==> config.mk <==
export PLATFORM = sky130hd
export DESIGN_NAME = fwd_sel_ctrl
export DESIGN_NICKNAME = d
export VERILOG_FILES = /design/src/rtl/fwd_sel_ctrl.sv
export SDC_FILE = /design/constraint.sdc
export NUM_CORES = 1
export LEC_CHECK = 0
export BUFFER_PORTS_ARGS = -buffer_cell sky130_fd_sc_hd__buf_2
export CORE_MARGIN = 2
export CORE_UTILIZATION = 51
export CTS_BUF_LIST = sky130_fd_sc_hd__clkbuf_2 sky130_fd_sc_hd__clkbuf_4 sky130_fd_sc_hd__clkbuf_8
export DETAILED_ROUTE_END_ITERATION = 12
export HOLD_SLACK_MARGIN = 0.03
export PLACE_DENSITY = 0.78
export SLEW_MARGIN = 15
export SYNTH_ARGS = -nofsm -noshare
export SYNTH_HDL_FRONTEND = slang
export SYNTH_SLANG_ARGS = --single-unit
==> constraint.sdc <==
create_clock -name clk -period 1.84 [get_ports clk]
set_input_delay 0.184 -clock clk [delete_from_list [all_inputs] [get_ports clk]]
set_output_delay 0.184 -clock clk [all_outputs]
set_load 0.01 [all_outputs]
==> src/rtl/fwd_sel_ctrl.sv <==
// ---------------------------------------------------------------------------
// fwd_sel_ctrl
//   Forwarding-select and load-use stall controller for the EX-stage
//   3-to-1 operand muxes. Keeps its own shadow copy of the ID/EX, EX/MEM
//   and MEM/WB destination/read information, so it needs nothing from the
//   datapath beyond the decoded fields of the instruction currently in ID.
//
//   Select codes: 00 register file, 01 EX/MEM result, 10 MEM/WB result.
//
// Ports
//   clk           pipeline clock, rising edge
//   rst           synchronous reset, active-high
//   id_rs1/rs2    source registers of the ID instruction
//   id_use_rs1/2  ID instruction really reads rs1/rs2
//   id_rd         destination register of the ID instruction
//   id_reg_write  ID instruction writes rd
//   id_mem_read   ID instruction is a load
//   flush         squash the ID instruction (branch/jump redirect)
//   fwd_a/fwd_b   operand A/B mux selects (combinational, shadow regs only)
//   stall         hold PC and IF/ID, bubble into ID/EX
//   stall_cnt     saturating count of stall cycles
// ---------------------------------------------------------------------------
module fwd_sel_ctrl #(
  parameter int REG_AW = 5,
  parameter int CNT_W  = 16
) (
  input  logic              clk,
  input  logic              rst,
  input  logic [REG_AW-1:0] id_rs1,
  input  logic [REG_AW-1:0] id_rs2,
  input  logic              id_use_rs1,
  input  logic              id_use_rs2,
  input  logic [REG_AW-1:0] id_rd,
  input  logic              id_reg_write,
  input  logic              id_mem_read,
  input  logic              flush,
  output logic [1:0]        fwd_a,
  output logic [1:0]        fwd_b,
  output logic              stall,
  output logic [CNT_W-1:0]  stall_cnt
);

  localparam int NUM_OPS = 2;

  typedef struct packed {
    logic [REG_AW-1:0] rs1;
    logic [REG_AW-1:0] rs2;
    logic              use1;
    logic              use2;
    logic [REG_AW-1:0] rd;
    logic              rw;
    logic              mr;
  } idex_t;

  // The load flag is not carried past EX: a load's data is forwarded from
  // MEM/WB like any other result, and the only load-specific decision
  // (the stall) is taken while the load sits in ID/EX.
  typedef struct packed {
    logic [REG_AW-1:0] rd;
    logic              rw;
  } wr_t;

  idex_t            r_idex;
  wr_t              r_exmem;
  wr_t              r_memwb;
  logic [CNT_W-1:0] r_cnt;

  logic             w_hazard;
  logic             w_stall;
  idex_t            w_idex_nxt;

  // -------------------------------------------------------------------------
  // Load-use hazard: the load in EX produces data too late for the ID
  // instruction's EX cycle. x0 never hazards.
  // -------------------------------------------------------------------------
  always_comb begin
    w_hazard = 1'b0;
    if (r_idex.mr && (r_idex.rd != '0)) begin
      w_hazard = ((r_idex.rd == id_rs1) && id_use_rs1) ||
                 ((r_idex.rd == id_rs2) && id_use_rs2);
    end
  end

  // A flushed ID instruction is dead, so it cannot hold the pipe.
  assign w_stall = w_hazard & ~flush;

  // -------------------------------------------------------------------------
  // ID/EX capture: flush and stall both insert a bubble; stalled ID inputs
  // are re-presented by upstream next cycle.
  // -------------------------------------------------------------------------
  always_comb begin
    w_idex_nxt = '0;
    if (!flush && !w_stall) begin
      w_idex_nxt.rs1  = id_rs1;
      w_idex_nxt.rs2  = id_rs2;
      w_idex_nxt.use1 = id_use_rs1;
      w_idex_nxt.use2 = id_use_rs2;
      w_idex_nxt.rd   = id_rd;
      w_idex_nxt.rw   = id_reg_write;
      w_idex_nxt.mr   = id_mem_read;
    end
  end

  always_ff @(posedge clk) begin
    if (rst) begin
      r_idex  <= '0;
      r_exmem <= '0;
      r_memwb <= '0;
    end else begin
      r_idex     <= w_idex_nxt;
      r_exmem.rd <= r_idex.rd;
      r_exmem.rw <= r_idex.rw;
      r_memwb    <= r_exmem;
    end
  end

  // -------------------------------------------------------------------------
  // Saturating stall counter.
  // -------------------------------------------------------------------------
  always_ff @(posedge clk) begin
    if (rst) begin
      r_cnt <= '0;
    end else if (w_stall && !(&r_cnt)) begin
      r_cnt <= r_cnt + CNT_W'(1);
    end
  end

  // -------------------------------------------------------------------------
  // Per-operand forwarding select. Operand 0 is A (rs1), operand 1 is B (rs2).
  // EX/MEM is checked first so the youngest producer wins.
  // -------------------------------------------------------------------------
  logic [NUM_OPS-1:0][REG_AW-1:0] w_rs;
  logic [NUM_OPS-1:0]             w_use;
  logic [NUM_OPS-1:0][1:0]        w_sel;

  assign w_rs[0]  = r_idex.rs1;
  assign w_rs[1]  = r_idex.rs2;
  assign w_use[0] = r_idex.use1;
  assign w_use[1] = r_idex.use2;

  for (genvar g = 0; g < NUM_OPS; g++) begin : g_op
    logic w_ex_hit;
    logic w_wb_hit;

    assign w_ex_hit = w_use[g] && r_exmem.rw && (r_exmem.rd != '0) &&
                      (r_exmem.rd == w_rs[g]);
    assign w_wb_hit = w_use[g] && r_memwb.rw && (r_memwb.rd != '0) &&
                      (r_memwb.rd == w_rs[g]);

    always_comb begin
      w_sel[g] = 2'b00;
      if (w_ex_hit)      w_sel[g] = 2'b01;
      else if (w_wb_hit) w_sel[g] = 2'b10;
    end
  end

  assign fwd_a     = w_sel[0];
  assign fwd_b     = w_sel[1];
  assign stall     = w_stall;
  assign stall_cnt = r_cnt;

endmodule
==> flow_metrics.py <==
metrics = {
    "route": {
        "drcViolationCount": 0,
        "viasPerCell": 5.812,
        "wl_per_cell_um": 17.95,
        "dr.pass1.iters": 4,
        "drtAntennaViolNets": 0,
        "vias": 2075,
        "wl_um": 6408,
        "drtIter0Drc": 139,
    },
    "critical_path": {
        "path_common_cell": "buf_4",
        "cp-end-kind": "flop",
        "cp.required_ps": 2070,
        "crit_path_start_kind": "flop",
        "cp_slowest_cell": "or3_1",
        "arrival_ps": 2340,
        "crit_chain": "xor2_1 -> nor4_2 -> a32oi_2 -> buf_4 -> buf_6 -> buf_4 -> or3_1 -> a21oi_1",
        "max_stage_delay_ps": 380,
        "cp_max_fo": 6,
        "rr_worst_depth": 8,
        "critPathKind": "flop to flop",
    },
    "synth": {
        "synth_common_cells": "47 x dfxtp_1, 23 x and2_1, 16 x xor2_1",
        "synth.top_cell.area_share_pct": 44.68,
        "synth_top_cell_by_area": "dfxtp_1",
        "synth.distinct_cells": 35,
        "synth_edf_count": 0,
        "yosysWarnings": 0,
        "ys_ff_latch": 47,
        "synth-async-reset-ratio_pct": 0,
        "yosysSeqAreaShare_pct": 44.68,
        "synthFlopType": "dfxtp_1",
        "synth_area_per_cell_um2": 9.359,
        "synth_area_leaders": "dfxtp_1 45%, and2_1 6.8%, xor2_1 6.7%",
        "synth_area_mm2": 0.002106,
        "syn_inst": 225,
        "syn_nets": 248,
        "synth.most_common_cell": "dfxtp_1",
    },
    "timing": {
        "rsz0062_at_grt": "yes",
        "setup_viol": 38,
        "fin_crit_sh_pct": 114.8,
        "final.setup.worst_slack_ps": -272.2,
        "tightestPinTransition_ps": 374.4,
        "fin_worst_skew_ps": 3.398,
        "fmax_mhz": 473.4,
        "finalHoldViolCount": 0,
        "post-route-min-period_ps": 2112,
        "relSlewSlack_pct": 75.04,
        "drv_slew": 0,
    },
    "hold_path": {
        "worstHoldPathType": "primary input to flop",
        "holdPathStages": 2,
    },
    "place": {
        "portBuffers": 42,
        "detailedPlace.worstSlack_ps": -195.6,
        "gp_congestion": 0.8792,
        "dp_hpwl_um": 3532,
    },
    "floorplan": {
        "start_util_pct": 52.64,
        "io_pins": 43,
        "rows": 23,
        "coreArea_mm2": 0.004000,
        "die_x_um": 68.26,
        "die_area_mm2": 0.004659,
        "die_y_um": 68.26,
    },
    "clock_network": {
        "cts.sinks": 47,
        "cts_tree": "yes",
        "ctsHtreeMaxLevel": 2,
        "cts_buffers": 5,
        "hold_buffers": 0,
        "cts_max_path_buffers": 2,
        "clock_latency_ps": 310,
        "cts-root-buf": "clkbuf_8",
        "path_clk_slew_ps": 90,
    },
    "run_status": {
        "failed_checks": "setup timing",
        "status": "finished with violations",
    },
    "pwr": {
        "power_density_mw_per_mm2": 670.4,
        "p_total_w": 0.002066,
        "irDropWorstVdd_uv": 666.0,
        "p_leak_nw": 1.288,
    },
    "global_route": {
        "grt-ovfl-total": 0,
        "antenna_found_initial": 0,
        "grt_pass1_vias": 1713,
        "grt_max_degree": 25,
        "grt_pass1_wl_um": 7700,
        "grt_usage_pct": 22.33,
    },
    "final_layout": {
        "fin_nets": 329,
        "syn2layout_area_growth_pct": 46.35,
        "fin_util_pct": 77.04,
        "insertedDiodeCount": 0,
        "drive_above_1_share_pct": 48.86,
    },
    "job": {
        "drv_cap": 0,
    },
}
==> worst paths after layout <==
path	slack (ps)	startpoint	to
setup / recovery	-270	r_idex[2]	stall_cnt[2]
hold / removal	80	id_rd[1]	r_idex[3]
setup reg to reg	-270	r_idex[2]	stall_cnt[2]
hold reg to reg	470	r_idex[1]	r_exmem[0]
==> metrics by stage <==
step | std cells | TNS [ps] | hold slack (ps) | area, um2
final | 357 | -5249 | 80.93 | 3082
after global routing | 357 | -6901 | 80.97 | 3082
after CTS | 348 | -1536 | 69.99 | 2761
after detailed placement | 339 | -1165 | 389.4 | 2597
after global placement | 339 | -221.9 | 383.0 | 2597
after floorplan | 225 | 0 | 305.7 | 2107
==> worst max-delay path: cells and delay by family (launching register included) <==
kind,cells,cell delay (ps)
simple gates,2,750
buf+inv,3,450
flops,1,370
compound gates,2,290
xor+xnor,1,180
==> cells by family (layout without fill, tap and decap cells) <==
family	Yosys count	in the layout	synth area share, %
fa+ha+maj	1	1	0.5941
mux	2	2	1.010
flops	47	47	44.68
compound gates	36	36	10.16
simple gates	95	95	28.10
buf+inv	14	96	2.970
xor+xnor	30	30	12.48
==> routing by layer <==
metal / wire, um / track usage, %
met4: 222 / 12.50
met3: 425 / 3.783
met2: 3196 / 33.62
met1: 2563 / 30.19
met5: 0 / 0
==> flip-flops by register name, indices dropped and copies added, names as in the netlist <==
name	count
r_idex	19
r_exmem	6
r_memwb	6
stall_cnt	16
==> area by class of cell <==
| class | count | area (um2) |
|---|---|---|
| tap | 50 | 62.56 |
| sequential | 47 | 954.7 |
| multi-input combinational | 164 | 1344 |
| inverter | 4 | 15.01 |
| timing repair buffer | 84 | 589.3 |
| fill | 244 | 918.4 |
| clock buffer | 5 | 68.82 |
| clock inverter | 3 | 47.55 |
==> report_power, final <==
part | internal (W) | total (W) | switching, W
clock | 0.000412 | 0.000790 | 0.000378
combinational | 0.000113 | 0.000215 | 0.000101
sequential | 0.00104 | 0.00106 | 0.0000238
total | 0.00156 | 0.00207 | 0.000503
==> placed cells by master (no fill, tap or decap), types with 6 or more instances in the layout <==
cell	count
and2_4	17
xor2_1	14
xnor2_1	14
dfxtp_1	40
buf_4	31
nand3_1	7
and2_1	6
a21oi_1	10
nand4_1	10
nor2b_1	13
buf_2	42
buf_6	7
==> what timing repair did <==
item | CTS | global route
endpoints found under the setup margin | 38 | 38
setup buffers | 1 | 4
gates resized for setup | 9 | 70
pin swaps | 6 | 32
cloned | 0 | 5
(Power assumes the default switching activity.)
